--- src/rtl/pass_check_prog_if.sv ---
// pass_check_prog_if: character stream, programming and status signals of the
// password checker. The master side (character source / door logic) drives
// the inputs; the slave side (the checker) returns status.
interface pass_check_prog_if #(
  parameter int DATA_W    = 8,
  parameter int MAX_LEN   = 8,
  parameter int MAX_TRIES = 3
);
  localparam int PIDX_W = (MAX_LEN > 1) ? $clog2(MAX_LEN) : 1;
  localparam int LEN_W  = $clog2(MAX_LEN + 1);
  localparam int CNT_W  = $clog2(MAX_TRIES + 1);

  logic              en;
  logic [DATA_W-1:0] data_in;
  logic              close;
  logic              prog_we;
  logic [PIDX_W-1:0] prog_idx;
  logic [DATA_W-1:0] prog_data;
  logic              prog_len_we;
  logic [LEN_W-1:0]  prog_len;
  logic              pass_ok;
  logic              fail_pulse;
  logic              locked;
  logic [CNT_W-1:0]  fail_cnt;

  modport master (
    output en, data_in, close, prog_we, prog_idx, prog_data, prog_len_we, prog_len,
    input  pass_ok, fail_pulse, locked, fail_cnt
  );

  modport slave (
    input  en, data_in, close, prog_we, prog_idx, prog_data, prog_len_we, prog_len,
    output pass_ok, fail_pulse, locked, fail_cnt
  );
endinterface

--- src/rtl/pass_check_prog.sv ---
// pass_check_prog: password checker with a runtime-programmable password,
// explicit submit/close and a failed-attempt counter.
// Optional lockout: define PASS_CHECK_LOCKOUT_EN to build the LOCK state and
// its timer; otherwise fail_cnt saturates at MAX_TRIES and locked stays 0.
//
// state | meaning
// ------+-------------------------------------------------------------
// ENTRY | collecting characters; submit char ends an attempt
// OPEN  | access granted; password/length may be reprogrammed
// LOCK  | too many failed submits; everything ignored until timer ends
module pass_check_prog #(
  parameter int              DATA_W      = 8,
  parameter int              MAX_LEN     = 8,
  parameter int              MAX_TRIES   = 3,
  parameter int              LOCK_CYCLES = 16,
  parameter logic [DATA_W-1:0] SUBMIT_CHAR = DATA_W'(8'h0D)
) (
  input logic              clock,
  input logic              reset,
  pass_check_prog_if.slave bus
);

  localparam int PIDX_W = (MAX_LEN > 1) ? $clog2(MAX_LEN) : 1;
  localparam int IDX_W  = $clog2(MAX_LEN + 1);
  localparam int CNT_W  = $clog2(MAX_TRIES + 1);

  localparam logic [IDX_W-1:0] LEN_MAX = IDX_W'(MAX_LEN);
  localparam logic [CNT_W-1:0] TRIES   = CNT_W'(MAX_TRIES);
  localparam logic [CNT_W-1:0] CNT_ONE = CNT_W'(1);

  localparam logic [1:0] ENTRY = 2'd0;
  localparam logic [1:0] OPEN  = 2'd1;
`ifdef PASS_CHECK_LOCKOUT_EN
  localparam logic [1:0] LOCK  = 2'd2;
  localparam int         TMR_W = $clog2(LOCK_CYCLES + 1);
  localparam logic [TMR_W-1:0] TMR_LOAD = TMR_W'(LOCK_CYCLES);
  localparam logic [TMR_W-1:0] TMR_ONE  = TMR_W'(1);
`endif

  // Factory password "teoro", unused slots zero.
  function automatic logic [DATA_W-1:0] default_pw(input int i);
    case (i)
      0:       return DATA_W'(8'h74);
      1:       return DATA_W'(8'h65);
      2:       return DATA_W'(8'h6F);
      3:       return DATA_W'(8'h72);
      4:       return DATA_W'(8'h6F);
      default: return '0;
    endcase
  endfunction

  logic [1:0]        state_q,      state_d;
  logic [IDX_W-1:0]  idx_q,        idx_d;
  logic              match_q,      match_d;
  logic [CNT_W-1:0]  fail_cnt_q,   fail_cnt_d;
  logic              fail_pulse_q, fail_pulse_d;
  logic [IDX_W-1:0]  pw_len_q,     pw_len_d;
  logic [DATA_W-1:0] pw_q [MAX_LEN];
  logic [DATA_W-1:0] pw_d [MAX_LEN];
`ifdef PASS_CHECK_LOCKOUT_EN
  logic [TMR_W-1:0]  timer_q,      timer_d;
`endif

  logic submit_ok;

  // Next-state and datapath decisions for all three states.
  always_comb begin
    state_d      = state_q;
    idx_d        = idx_q;
    match_d      = match_q;
    fail_cnt_d   = fail_cnt_q;
    fail_pulse_d = 1'b0;
    pw_len_d     = pw_len_q;
    pw_d         = pw_q;
`ifdef PASS_CHECK_LOCKOUT_EN
    timer_d      = timer_q;
`endif
    submit_ok    = match_q && (idx_q == pw_len_q) && (pw_len_q != '0);

    case (state_q)
      ENTRY: begin
        if (bus.en) begin
          if (bus.data_in == SUBMIT_CHAR) begin
            idx_d   = '0;
            match_d = 1'b1;
            if (submit_ok) begin
              state_d    = OPEN;
              fail_cnt_d = '0;
            end else begin
              fail_pulse_d = 1'b1;
`ifdef PASS_CHECK_LOCKOUT_EN
              fail_cnt_d = fail_cnt_q + CNT_ONE;
              if (fail_cnt_q + CNT_ONE == TRIES) begin
                state_d = LOCK;
                timer_d = TMR_LOAD;
              end
`else
              if (fail_cnt_q != TRIES) begin
                fail_cnt_d = fail_cnt_q + CNT_ONE;
              end
`endif
            end
          end else if (idx_q < LEN_MAX) begin
            match_d = match_q && (bus.data_in == pw_q[idx_q[PIDX_W-1:0]]);
            idx_d   = idx_q + IDX_W'(1);
          end else begin
            // Entry longer than any possible password can never succeed.
            match_d = 1'b0;
          end
        end
      end

      OPEN: begin
        if (bus.prog_we && (int'(bus.prog_idx) < MAX_LEN)) begin
          pw_d[bus.prog_idx] = bus.prog_data;
        end
        if (bus.prog_len_we && (bus.prog_len <= LEN_MAX)) begin
          pw_len_d = bus.prog_len;
        end
        if (bus.close) begin
          state_d = ENTRY;
        end
      end

`ifdef PASS_CHECK_LOCKOUT_EN
      LOCK: begin
        if (timer_q == TMR_ONE) begin
          state_d    = ENTRY;
          fail_cnt_d = '0;
          timer_d    = '0;
        end else begin
          timer_d = timer_q - TMR_ONE;
        end
      end
`endif

      default: begin
        state_d = ENTRY;
        idx_d   = '0;
        match_d = 1'b1;
      end
    endcase
  end

  // State registers; reset restores the factory password and length.
  always_ff @(posedge clock) begin
    if (reset) begin
      state_q      <= ENTRY;
      idx_q        <= '0;
      match_q      <= 1'b1;
      fail_cnt_q   <= '0;
      fail_pulse_q <= 1'b0;
      pw_len_q     <= IDX_W'(5);
      for (int i = 0; i < MAX_LEN; i++) begin
        pw_q[i] <= default_pw(i);
      end
`ifdef PASS_CHECK_LOCKOUT_EN
      timer_q      <= '0;
`endif
    end else begin
      state_q      <= state_d;
      idx_q        <= idx_d;
      match_q      <= match_d;
      fail_cnt_q   <= fail_cnt_d;
      fail_pulse_q <= fail_pulse_d;
      pw_len_q     <= pw_len_d;
      pw_q         <= pw_d;
`ifdef PASS_CHECK_LOCKOUT_EN
      timer_q      <= timer_d;
`endif
    end
  end

  assign bus.pass_ok    = (state_q == OPEN);
  assign bus.fail_pulse = fail_pulse_q;
  assign bus.fail_cnt   = fail_cnt_q;
`ifdef PASS_CHECK_LOCKOUT_EN
  assign bus.locked     = (state_q == LOCK);
`else
  assign bus.locked     = 1'b0;
`endif

endmodule

--- src/flat_wrapper.sv ---
// flat-port wrapper written by rule: the top's interface ports become plain ports
module pass_check_prog_flat 
#(
  parameter int              DATA_W      = 8,
  parameter int              MAX_LEN     = 8,
  parameter int              MAX_TRIES   = 3,
  parameter int              LOCK_CYCLES = 16,
  parameter logic [DATA_W-1:0] SUBMIT_CHAR = DATA_W'(8'h0D)
)
  (clock, reset, bus_en, bus_data_in, bus_close, bus_prog_we, bus_prog_idx, bus_prog_data, bus_prog_len_we, bus_prog_len, bus_pass_ok, bus_fail_pulse, bus_locked, bus_fail_cnt);
  pass_check_prog_if #(.DATA_W(DATA_W), .MAX_LEN(MAX_LEN), .MAX_TRIES(MAX_TRIES)) bus_i ();
  input logic clock;
  input logic reset;
  input wire logic [$bits(bus_i.en)-1:0] bus_en;
  input wire logic [$bits(bus_i.data_in)-1:0] bus_data_in;
  input wire logic [$bits(bus_i.close)-1:0] bus_close;
  input wire logic [$bits(bus_i.prog_we)-1:0] bus_prog_we;
  input wire logic [$bits(bus_i.prog_idx)-1:0] bus_prog_idx;
  input wire logic [$bits(bus_i.prog_data)-1:0] bus_prog_data;
  input wire logic [$bits(bus_i.prog_len_we)-1:0] bus_prog_len_we;
  input wire logic [$bits(bus_i.prog_len)-1:0] bus_prog_len;
  output wire logic [$bits(bus_i.pass_ok)-1:0] bus_pass_ok;
  output wire logic [$bits(bus_i.fail_pulse)-1:0] bus_fail_pulse;
  output wire logic [$bits(bus_i.locked)-1:0] bus_locked;
  output wire logic [$bits(bus_i.fail_cnt)-1:0] bus_fail_cnt;
  assign bus_i.en = bus_en;
  assign bus_i.data_in = bus_data_in;
  assign bus_i.close = bus_close;
  assign bus_i.prog_we = bus_prog_we;
  assign bus_i.prog_idx = bus_prog_idx;
  assign bus_i.prog_data = bus_prog_data;
  assign bus_i.prog_len_we = bus_prog_len_we;
  assign bus_i.prog_len = bus_prog_len;
  assign bus_pass_ok = bus_i.pass_ok;
  assign bus_fail_pulse = bus_i.fail_pulse;
  assign bus_locked = bus_i.locked;
  assign bus_fail_cnt = bus_i.fail_cnt;
  pass_check_prog #(.DATA_W(DATA_W), .MAX_LEN(MAX_LEN), .MAX_TRIES(MAX_TRIES), .LOCK_CYCLES(LOCK_CYCLES), .SUBMIT_CHAR(SUBMIT_CHAR)) u_core (.clock(clock), .reset(reset), .bus(bus_i));
endmodule
--- config.mk ---
export PLATFORM = sky130hd
export DESIGN_NAME = pass_check_prog_flat
export DESIGN_NICKNAME = d
export VERILOG_FILES = /design/src/rtl/pass_check_prog_if.sv /design/src/rtl/pass_check_prog.sv /design/src/flat_wrapper.sv
export SDC_FILE = /design/constraint.sdc
export NUM_CORES = 1
export LEC_CHECK = 0
export CAP_MARGIN = 30
export CELL_PAD_IN_SITES_DETAIL_PLACEMENT = 0
export CELL_PAD_IN_SITES_GLOBAL_PLACEMENT = 1
export CORE_MARGIN = 1
export CORE_UTILIZATION = 45
export DETAILED_ROUTE_END_ITERATION = 16
export GPL_TIMING_DRIVEN = 0
export PLACE_DENSITY_LB_ADDON = 0.1
export SLEW_MARGIN = 20
export SYNTH_ARGS = -nofsm -noshare
export SYNTH_HDL_FRONTEND = slang
export SYNTH_SLANG_ARGS = --single-unit
--- constraint.sdc ---
create_clock -name clock -period 2.3 [get_ports clock]
set_clock_uncertainty 0.05 [all_clocks]
set_input_delay 0.46 -clock clock [delete_from_list [all_inputs] [get_ports clock]]
set_output_delay 0.46 -clock clock [all_outputs]
set_load 0.005 [all_outputs]
==> results of run 1 <==
==> cells in the mapped netlist (2+ instances only) <==
cell and n:
xnor2_1 4, mux2_2 3, ha_1 2, nor2_1 63, buf_1 6, buf_2 5, mux2i_1 57, nand2b_1 4
nor2b_1 20, xor2_1 8, inv_1 7, nand3b_1 2, clkbuf_1 11, nor3_1 5, mux4_1 6, a21oi_1 5
dfxtp_1 77, a211o_1 26, nand4_1 2, o211ai_1 2, mux4_2 4, nand2_1 8, nand3_1 2, a22oi_1 3
nor2_2 2
==> repair_timing <==
item                                    CTS  global route
gates resized for setup                   3             2
endpoints found under the setup margin    7             4
hold buffers                              0             0
==> critical path, stage by stage <==
cell             delay, ps
clkdlybuf4s50_1        530
nor3b_1                320
nand3_1                280
buf_1                  420
a211o_1                400
==> cells by family after synthesis <==
group / synth area share
and+or+nand+nor: 0.1559
DFF: 0.4315
muxes: 0.2385
AOI/OAI and AO/OA: 0.09352
buffers and inverters: 0.04308
xor gates and xnor gates: 0.02942
adders and majority gates: 0.007004
other: 0.001050
==> through the flow <==
step	util	setup WS, ps	hold slack, ps
2_1_floorplan	-	571.0	376.7
3_5_place_dp	0.5174	-473.6	394.5
6_report	0.5464	92.34	411.3
5_1_grt	0.5464	25.10	438.3
4_1_cts	0.5462	123.5	414.4
3_3_place_gp	0.5164	-465.2	389.5
==> sequential cells by signal, indices dropped and copies added, names as in the netlist <==
name                   flops
u_core.match_q             1
u_core.pw_q               64
u_core.state_q             1
u_core.pw_len_q            4
u_core.bus.fail_pulse      1
u_core.bus.fail_cnt        2
u_core.idx_q               4
==> power groups by stage <==
stage          combinational [uW]  sequential, uW  clock, uW
3_3_place_gp                  229            1370          0
5_1_grt                       248            1340       1210
6_report                      232            1340       1130
3_5_place_dp                  230            1370          0
4_1_cts                       232            1340       1150
2_1_floorplan                 130            1370          0
==> how the worst max path moves through the flow <==
stage,cells past startpoint,endpoint,start,slack (ps)
floorplan,5,u_core.pw_q[26],bus_prog_idx[0],570
global placement,6,u_core.pw_q[26],bus_prog_idx[0],-470
detailed placement,6,u_core.pw_q[26],bus_prog_idx[0],-470
CTS,6,u_core.pw_q[62],bus_prog_idx[0],120
global route,5,u_core.pw_q[48],bus_prog_we,30
finish,5,u_core.pw_q[53],bus_prog_we,90
==> layer usage <==
layer | vias to the layer above | GRT usage | share of wire
li1 | 1321 | - | -
met1 | 1265 | 0.3297 | 0.46
met2 | 58 | 0.3876 | 0.47
met3 | 8 | 0.03769 | 0.054
met4 | 0 | 0.08862 | 0.010
met5 | - | 0 | 0
==> layout make-up <==
class	count	area, um2	area share
multi-input cells	243	1882	0.4480
flip-flops and latches	77	1541	0.3670
repair buffers	28	277.8	0.06613
plain buffers	25	131.4	0.03128
clock buffers	10	127.6	0.03038
well taps	102	127.6	0.03038
clock inverters	6	86.33	0.02055
inverters	7	26.28	0.006256
==> reports/metrics.cfg, run 1 <==
[run_status]
status=finished, final reports clean

[worst_hold_path]
hp-class=flip-flop to flip-flop
hold_start=u_core.pw_q[54]
holdPathEnd=u_core.pw_q[54]
min_path_cells=1

[critical_path]
end_kind=flip-flop
crit_fanout=10
r2r_slack_ps=270
cp-start-kind=input port
worstPathArrival_ps=2410
r2r_start=u_core.idx_q[2]
path_class=input port to flip-flop
r2r_cells=7
r2r_end=u_core.match_q
critPathRequiredTime_ps=2500

[global_route]
grt_max_degree=14
grt_pass1_vias=2698
antenna_found_initial=0
grt_pass1_wl_um=14830
gr-usage-all-layers=0.2420
grt.overflow.total=0

[cells_and_area]
final_common_cell=dfxtp_1
fillers=729
layout.nets=422
antenna_cells=0
syn_to_final_growth_pct=17.58
layout_common_cells=dfxtp_1 (77), nor2_1 (63), mux2i_1 (57)
final_layout_size_suffix_gt1_frac=0.09596
final_cells=498
fin_area_mm2=0.004200

[synth]
netlist.area_leader.share=0.4315
yosys.cell_types.count=43
ys.flop_type=dfxtp_1
synth.avg_cell_area_um2=10.15
synth_top_area_cell=dfxtp_1
ys_ff_latch=77
synthCells=352
synth_edf_count=0
syn-cell-area_mm2=0.003572
seq_area_frac_synth=0.4315
synth_warnings=0
synthTopCellsByArea=dfxtp_1 (43%), mux2i_1 (16%), nor2_1 (6.6%)
syn_nets=383
synthArstFlopShare=0

[timing]
min_period_over_period=0.9599
slew_viol_final=0
finalSetupViolCount=0
rsz0062_at_grt=false
period_needed_ps=2208
slew_headroom=0.4904
setup_tns_ps=0
hold_viol_final=0
max_slew.worst_pin.slew_ps=764.5
clock.fmax_ghz=0.4530

[power]
power.switching_uw=656.0
power_uw=2708
p_leak_uw=0.001489
clkPwrFrac=0.419
power_frac_seq=0.496
peakVddDrop_mv=0.5382
sw_frac_of_total=0.2423
p_int_uw=2052
powerDensity_mw_per_mm2=644.7
comb_power_share=0.086

[clock_network]
cts-root-buf=clkbuf_8
clockBufferDepth=2
post-cts-setup-buffers=0
insertion_delay_ps=360
clock_sinks=77
cts.clk_slew.worst_paths_ps=80
cts_inserted_buffers=9
htree_levels=3
tritoncts=yes

[floorplanning]
floorplan.die.width_um=91.10
core-area_mm2=0.007687
io-pin-count=34
dieArea_mm2=0.008298
rows=32
start_util=0.4647
die_y_um=91.10

[drt]
drt_first_pass_iters=4
drt_wl_total_um=9264
wire_per_inst_um=18.60
drc=0
drtIter0Drc=113
drt-vias-per-instance=5.325
vias=2652
ant_nets=0

[placement]
dp.cells=482
dp_hpwl_um=6443
io_buffers=27
placed_area_mm2=0.003978
routabilityCongestion=0.7712

[flow_run]
cap_violations=0

No activity file was read; power rests on OpenSTA's default activity.
==> run 2, diff against run 1 <==
--- a/config.mk
+++ b/config.mk
@@ -6,4 +6,5 @@
 export NUM_CORES = 1
 export LEC_CHECK = 0
+export ABC_CLOCK_PERIOD_IN_PS = 2300
 export CAP_MARGIN = 30
 export CELL_PAD_IN_SITES_DETAIL_PLACEMENT = 0
==> constraint.sdc (replaced) <==
create_clock -name clock -period 2.3 [get_ports clock]
set_clock_uncertainty 0.05 [all_clocks]
set_input_delay 0.345 -clock clock [delete_from_list [all_inputs] [get_ports clock]]
set_output_delay 0.345 -clock clock [all_outputs]
set_load 0.005 [all_outputs]
==> run 2 against run 1 <==
Against the previous run:
- register-to-register slack lost 40 ps
- clock power is essentially flat
- critical path type unchanged
- highest routed layer unchanged
- core utilization is essentially flat
- via count shrank 0.49%
- first-iteration DRC count shrank 19%
- largest power group unchanged
- die area is the same
- worst setup slack gained 120 ps
- final area is essentially flat
==> reports/metrics.cfg, run 2 (synthesis gave the netlist of run 1 again) <==
[run_status]
status=finished, final reports clean

[critical_path]
path_cells=clkdlybuf4s50_1 > nand2b_1 > nand2b_1 > clkbuf_1 > nor2_1 > a211o_1
path_class=input port to flip-flop
cp_slowest_cell=clkbuf_1
r2r_slack_ps=230
worstPathArrival_ps=2280
crit_fanout=10
cp-start-kind=input port
crit_top_cell=nand2b_1
cp_top_family=buffers and inverters
path_buf_inv=2
max_stage_delay_ps=630
critPathRequiredTime_ps=2490
end_kind=flip-flop

[placement]
dp_hpwl_um=6443
routabilityCongestion=0.7712
place_ws_ps=-358.6
dp.cells=482
io_buffers=27

[cells_and_area]
regMostFlops=u_core.pw_q
final_cells=498
layout.nets=422
largestRegisters=u_core.pw_q x64, u_core.idx_q x4, u_core.pw_len_q x4
syn_to_final_growth_pct=17.55
final_common_cell=dfxtp_1
antenna_cells=0
layout_common_cells=dfxtp_1 (77), nor2_1 (63), mux2i_1 (57)
final_layout_size_suffix_gt1_frac=0.09343
largest_register_ffs=64

[timing]
rsz0062_at_grt=false
slew_viol_final=0
finalSetupViolCount=0
slew_headroom=0.4661
min_period_over_period=0.9063
period_needed_ps=2084
finalWorstSetupSlack_ps=215.5
max_slew.worst_pin.slew_ps=800.9
clock.fmax_ghz=0.4797
hold_viol_final=0

[global_route]
gr-usage-all-layers=0.2414
grt_pass1_wl_um=14790
grt.overflow.total=0
grt_pass1_vias=2682
antenna_found_initial=0
grt_max_degree=14

[drt]
wire_per_inst_um=18.51
drt_wl_total_um=9216
vias=2639
drt_first_pass_iters=5
ant_nets=0
wl_met3_um=523
drtIter0Drc=92
drt-vias-per-instance=5.299
drt-met1-wl_um=4333
highest_layer=met4
met2_length_um=4298
drc=0

[clock_network]
cts_inserted_buffers=9
cts-root-buf=clkbuf_8
htree_levels=3
clock_sinks=77
clockBufferDepth=2
tritoncts=yes
postCtsHoldBufs=0
cts.clk_slew.worst_paths_ps=80
insertion_delay_ps=360

[power]
peakVddDrop_mv=0.5353
sw_frac_of_total=0.2412
power.switching_uw=652.0
power_uw=2704
power_frac_seq=0.496
comb_power_share=0.086
clkPwrFrac=0.418
p_int_uw=2052
powerDensity_mw_per_mm2=643.9
p_leak_uw=0.001485

[floorplanning]
start_util=0.4647
rows=32
io-pin-count=34
core-area_mm2=0.007687
dieArea_mm2=0.008298
die_y_um=91.10
floorplan.die.width_um=91.10

[flow_run]
cap_violations=0

[worst_hold_path]
hp-class=input port to flip-flop

-- run 2: worst reg2reg max path: cells and delay by family, from the launching register on --
family                 cells  cell delay (ps)
multiplexers               2              690
buffers and inverters      2              500
flip-flops                 1              310
AO/OA/AOI/OAI              2              280
XOR/XNOR                   1              180
-- run 2: layer usage --
metal,global-route usage,vias up
met3,0.03769,5
met1,0.3291,1256
li1,-,1320
met2,0.3883,58
met5,0,-
met4,0.08466,0
-- run 2: timing repair --
item | in CTS | in global routing
setup endpoints to repair | 0 | 9
buffers inserted | 0 | 0
resized for setup | 0 | 5
-- run 2: power by group through the flow --
stage / sequential [uW] / clock, uW / combinational [uW]
after floorplan: 1370 / 0 / 130
after global placement: 1370 / 0 / 229
after detailed placement: 1370 / 0 / 230
after CTS: 1340 / 1150 / 232
after global routing: 1340 / 1210 / 248
final: 1340 / 1130 / 231
-- run 2: final timing paths --
| check | endpoint | cells past startpoint | startpoint |
|---|---|---|---|
| min | u_core.pw_q[63] | 3 | bus_prog_data[7] |
| max reg2reg | u_core.match_q | 7 | u_core.idx_q[2] |
| max | u_core.pw_q[61] | 6 | bus_prog_idx[0] |
| min reg2reg | u_core.pw_q[54] | 1 | u_core.pw_q[54] |
-- run 2: cell type report --
cell class | instances | area, um2
inverter | 7 | 26.28
clock inverter | 6 | 86.33
clock buffer | 10 | 127.6
tap | 102 | 127.6
sequential | 77 | 1541
timing repair buffer | 28 | 277.8
multi-input combinational | 243 | 1882
buffer | 25 | 130.1
fill | 729 | 3488
-- run 2: per-stage QoR --
step	setup TNS, ps	hold WS (ps)	cell area (um2)	utilization
CTS	0	361.5	4192	0.5452
floorplan	0	376.7	3572	-
global route	0	394.1	4199	0.5462
detailed placement	-5543	394.5	3978	0.5174
finish	0	358.9	4199	0.5462
global placement	-5830	389.5	3970	0.5164
==> run 3, diff against run 2 <==
SKIP_CTS_REPAIR_TIMING = 1   (was not set)
==> results of run 3 <==
The final DEF is identical to that of run 2; final timing and power are the same.
==> RTL change 1 (flow settings as in run 3) <==
`MAX_LEN` is set to 8 in 3 places; all go to 16.
--- a/src/rtl/pass_check_prog_if.sv
+++ b/src/rtl/pass_check_prog_if.sv
@@ -3,7 +3,7 @@
 // the inputs; the slave side (the checker) returns status.
 interface pass_check_prog_if #(
   parameter int DATA_W    = 8,
-  parameter int MAX_LEN   = 8,
+  parameter int MAX_LEN   = 16,
   parameter int MAX_TRIES = 3
 );
   localparam int PIDX_W = (MAX_LEN > 1) ? $clog2(MAX_LEN) : 1;
--- a/src/rtl/pass_check_prog.sv
+++ b/src/rtl/pass_check_prog.sv
@@ -10,7 +10,7 @@
 // LOCK  | too many failed submits; everything ignored until timer ends
 module pass_check_prog #(
   parameter int              DATA_W      = 8,
-  parameter int              MAX_LEN     = 8,
+  parameter int              MAX_LEN     = 16,
   parameter int              MAX_TRIES   = 3,
   parameter int              LOCK_CYCLES = 16,
   parameter logic [DATA_W-1:0] SUBMIT_CHAR = DATA_W'(8'h0D)
--- a/src/flat_wrapper.sv
+++ b/src/flat_wrapper.sv
@@ -2,7 +2,7 @@
 module pass_check_prog_flat 
 #(
   parameter int              DATA_W      = 8,
-  parameter int              MAX_LEN     = 8,
+  parameter int              MAX_LEN     = 16,
   parameter int              MAX_TRIES   = 3,
   parameter int              LOCK_CYCLES = 16,
   parameter logic [DATA_W-1:0] SUBMIT_CHAR = DATA_W'(8'h0D)
Interface: changed (resized bus_prog_idx and bus_prog_len); port bits go from 34 to 36. No check against the original RTL was run, so the function may have changed too.
==> RTL change 1 against run 3 <==
First-iteration DRC count grew to 3.6 times the old value; synthesized area increased by 82%; maximum frequency is 9.2% lower; routed wire length grew 120%; via count rose by 91%; setup slack got worse by 0.21 ns; sequential cell count grew 66; utilization rose by 2.8 points; worst hold slack lost 0.021 ns; cell area increased by 91%; total power increased by 120%; critical endpoint is now u_core.match_q; largest power group is now clock.
==> RTL change 1: results <==
export IMPL_status="finished, final reports clean"
export IMPL_holdPathEnd="u_core.pw_q[1]"
export IMPL_fillCellCount=1250
export IMPL_startpoint="u_core.idx_q[1]"
export IMPL_port_buffer_count=32
export IMPL_dr_wl_met3_mm=1.240
export IMPL_hold_start="bus_prog_data[1]"
export IMPL_grtUsageMet3=0.06506
export IMPL_clock_latency_ns=0.43
export IMPL_regToRegSetupSlack_ns=0.005
export IMPL_holdWs_ns=0.3380
export IMPL_synth_area_top_cells="dfxtp_1 (44%), mux2i_1 (19%), mux4_2 (9.7%)"
export IMPL_critPathArrivalTime_ns=2.59
export IMPL_grt_max_degree=17
export IMPL_finalWeightedCongestion=0.8044
export IMPL_cts_made_buffers=17
export IMPL_finalCritPeriodShare=0.9976
export IMPL_grt_use_total=0.2805
export IMPL_cts_root_buf="clkbuf_16"
export IMPL_m1WireLength_mm=8.624
export IMPL_place_ws_ns=-0.6394
export IMPL_ys_types=44
export IMPL_p_leak_nw=2.857
export IMPL_finish_net_count=727
export IMPL_clk_transition_reported_paths_ns=0.06
export IMPL_met2_usage=0.4519
export IMPL_first_iter_violations=330
export IMPL_top_regs="u_core.pw_q (128), u_core.idx_q (5), u_core.pw_len_q (5)"
export IMPL_crit_path_end="u_core.match_q"
RTL change 1: final cells by class:
class                      instances  area, µm²  area share
timing repair buffer              43      444.2     0.05533
inverter                           9      38.79    0.004832
buffer                            45      306.5     0.03819
tap                              180      225.2     0.02805
clock buffer                      20      456.7     0.05689
sequential                       143       2865      0.3569
multi-input combinational        435       3485      0.4341
clock inverter                    12      206.4     0.02572
RTL change 1: cells by family (layout without fill, tap and decap cells):
kind of cell / count (synthesis) / count (layout) / synth area share
AOI/OAI and AO/OA: 48 / 48 / 0.05762
other: 1 / 1 / 0.0005756
xor gates and xnor gates: 14 / 14 / 0.01882
muxes: 156 / 156 / 0.2944
and+or+nand+nor: 214 / 214 / 0.1454
DFF: 143 / 143 / 0.4394
adders and majority gates: 2 / 2 / 0.003840
buffers and inverters: 56 / 129 / 0.03995
RTL change 1: report_power, final:
| group | total, mW | switching, mW | leakage, nW | internal (mW) |
|---|---|---|---|---|
| Combinational | 0.496 | 0.268 | 1.38 | 0.228 |
| Sequential | 2.49 | 0.00565 | 1.15 | 2.48 |
| Clock | 3.10 | 1.10 | 0.326 | 1.99 |
| Total | 6.08 | 1.38 | 2.86 | 4.70 |
RTL change 1: critical path: stages (launching register included):
cell and delay (ns):
dfxtp_2 0.35, buf_8 0.14, buf_12 0.13, buf_12 0.11, mux4_2 0.50, mux4_2 0.50, xnor2_1 0.15, nand2_1 0.08
o31ai_2 0.20
RTL change 1: per-stage QoR:
| step | utilization | cells |
|---|---|---|
| floorplan | - | 634 |
| global placement | 0.5047 | 846 |
| CTS | 0.5560 | 880 |
| detailed placement | 0.5086 | 848 |
| finish | 0.5739 | 887 |
| global route | 0.5739 | 887 |
==> RTL change 2 (settings of run 3) <==
Made on the original files. Reset style: asynchronous (`reset`), changed in one clocked block.
--- a/src/rtl/pass_check_prog.sv
+++ b/src/rtl/pass_check_prog.sv
@@ -143,7 +143,7 @@
   end
 
   // State registers; reset restores the factory password and length.
-  always_ff @(posedge clock) begin
+  always_ff @(posedge clock or posedge reset) begin
     if (reset) begin
       state_q      <= ENTRY;
       idx_q        <= '0;
Formal check against the unedited RTL: differs if reset is asserted again (counterexample within 4 cycles, from zero or initial values and one cycle with reset high); with reset held inactive, the same outputs for 10 cycles.
==> RTL change 2 against run 3 <==
Maximum frequency fell by 5.3%; routed wire length fell by 14%; first-iteration DRC count rose by 7.6%; cell area rose by 6.0%; sequential cell count did not move; critical path depth did not move; setup slack got worse by 0.12 ns; synthesized area rose by 3.0%; non-clock buffer count fell by 8.
Power is not compared: it rests on default switching activity, and its combinational part moved more than twofold at a synthesized area within 25%.
==> RTL change 2: results <==
export IMPL_detail_route_first_pass_iterations=4
export IMPL_place_ws_ns=-0.1209
export IMPL_top_regs="u_core.pw_q (64), u_core.idx_q (4), u_core.pw_len_q (4)"
export IMPL_peakVddDrop_v=0.0004666
export IMPL_grt_use_total=0.2080
export IMPL_clock_latency_ns=0.35
export IMPL_fillCellCount=646
export IMPL_hp_class="primary input to asynchronous set/reset pin"
export IMPL_status="finished, final reports clean"
export IMPL_synth_nets=293
export IMPL_synth_ff_type="dfrtp_1"
export IMPL_synth_area_top_cells="dfrtp_1 (34%), mux2_2 (24%), dfstp_2 (19%)"
export IMPL_insertedDiodeCount=0
export IMPL_finalWeightedCongestion=0.7041
export IMPL_grt_pass1_vias=2395
export IMPL_wire_per_inst_um=19.10
export IMPL_drive_gt1_frac=0.4586
export IMPL_yosys_warnings=0
export IMPL_grt_pass1_wl_mm=13.11
export IMPL_via_count=2284
export IMPL_ys_types=36
export IMPL_cts_made_buffers=9
export IMPL_finish_net_count=340
export IMPL_critPathMaxFanout=10
export IMPL_async_reset_ff_frac=1.000
export IMPL_dp_hpwl_mm=5.561
export IMPL_first_iter_violations=99
export IMPL_htree_levels=3
export IMPL_seq_area_frac_synth=0.5326
export IMPL_critPathArrivalTime_ns=2.42
export IMPL_p_leak_nw=1.947
export IMPL_tightest_slew_ns=0.9607
export IMPL_clk_transition_reported_paths_ns=0.08
export IMPL_port_buffer_count=32
export IMPL_antenna_found_initial=0
export IMPL_cts_max_path_buffers=2
export IMPL_grt_max_degree=34
export IMPL_synth_common_cells="mux2_2 (78), dfrtp_1 (50), dfstp_2 (27)"
export IMPL_startpoint="u_core.idx_q[1]"
export IMPL_cts_root_buf="clkbuf_8"
## RTL change 2: changes by cell type in the layout (fill, tap and decap cells not counted), sizes merged, moves of 17 or more
cell | run 3 | this run
dfrtp | 0 | 50
a211o | 26 | 0
mux2i | 57 | 12
mux2 | 3 | 78
dfxtp | 77 | 0
nor2 | 65 | 12
dfstp | 0 | 27
nor2b | 20 | 3
## RTL change 2: final timing paths
check                                   to  cells after the start  slack [ns]
max                         u_core.match_q                      6         0.1
min                        u_core.pw_q[34]                      2        0.26
max reg2reg                 u_core.match_q                      6         0.1
min reg2reg                u_core.pw_q[35]                      1        0.45
max in group asynchronous  u_core.pw_q[38]                      4        1.17
min in group clock         u_core.pw_q[35]                      1        0.45
## RTL change 2: critical path, stage by stage, from the launching register on
cell,delay (ns)
dfrtp_2,0.47
clkbuf_4,0.29
mux4_2,0.52
mux2i_1,0.28
xnor2_1,0.16
nor3_1,0.06
a221o_1,0.29
## RTL change 2: cell type report
cell class | count | area (µm²) | share of cell area
Inverter | 4 | 18.77 | 0.004218
Timing Repair Buffer | 36 | 379.1 | 0.08521
Tap cell | 102 | 127.6 | 0.02868
Clock inverter | 6 | 95.09 | 0.02137
Multi-Input combinational cell | 172 | 1685 | 0.3788
Buffer | 9 | 53.80 | 0.01209
Clock buffer | 10 | 127.6 | 0.02868
Sequential cell | 77 | 1962 | 0.4409
## RTL change 2: metal layers
metal,global-route usage,vias to the layer above,wire length (µm)
met3,0.04680,4,296
met4,0.06120,0,56
met1,0.2860,1168,3780
li1,-,1063,-
met5,0,-,0
met2,0.3296,49,3812
## RTL change 2: report_power, final
group	leakage [nW]	internal, mW	switching [mW]	total, mW
logic	0.875	0.421	0.486	0.907
clock network	0.111	0.621	0.515	1.14
registers	0.961	1.43	0.0678	1.50
total	1.95	2.47	1.07	3.54
## RTL change 2: metrics by stage
stage	utilization	hold slack [ns]	std cells	instance area [µm²]
2_1_floorplan	-	0.3914	262	3685
3_3_place_gp	0.5293	0.4297	396	4133
3_5_place_dp	0.5359	0.4392	399	4184
4_1_cts	0.5644	0.2531	415	4407
5_1_grt	0.5699	0.2777	416	4449
6_report	0.5699	0.2612	416	4449
## RTL change 2: kinds of logic after synthesis
group / Yosys count / synth area share
compound gates: 21 / 0.04045
simple gates: 40 / 0.05507
buf+inv: 13 / 0.01801
flops: 77 / 0.5326
mux: 98 / 0.3222
fa+ha+maj: 2 / 0.006797
xor+xnor: 10 / 0.02379
other cells: 1 / 0.001019
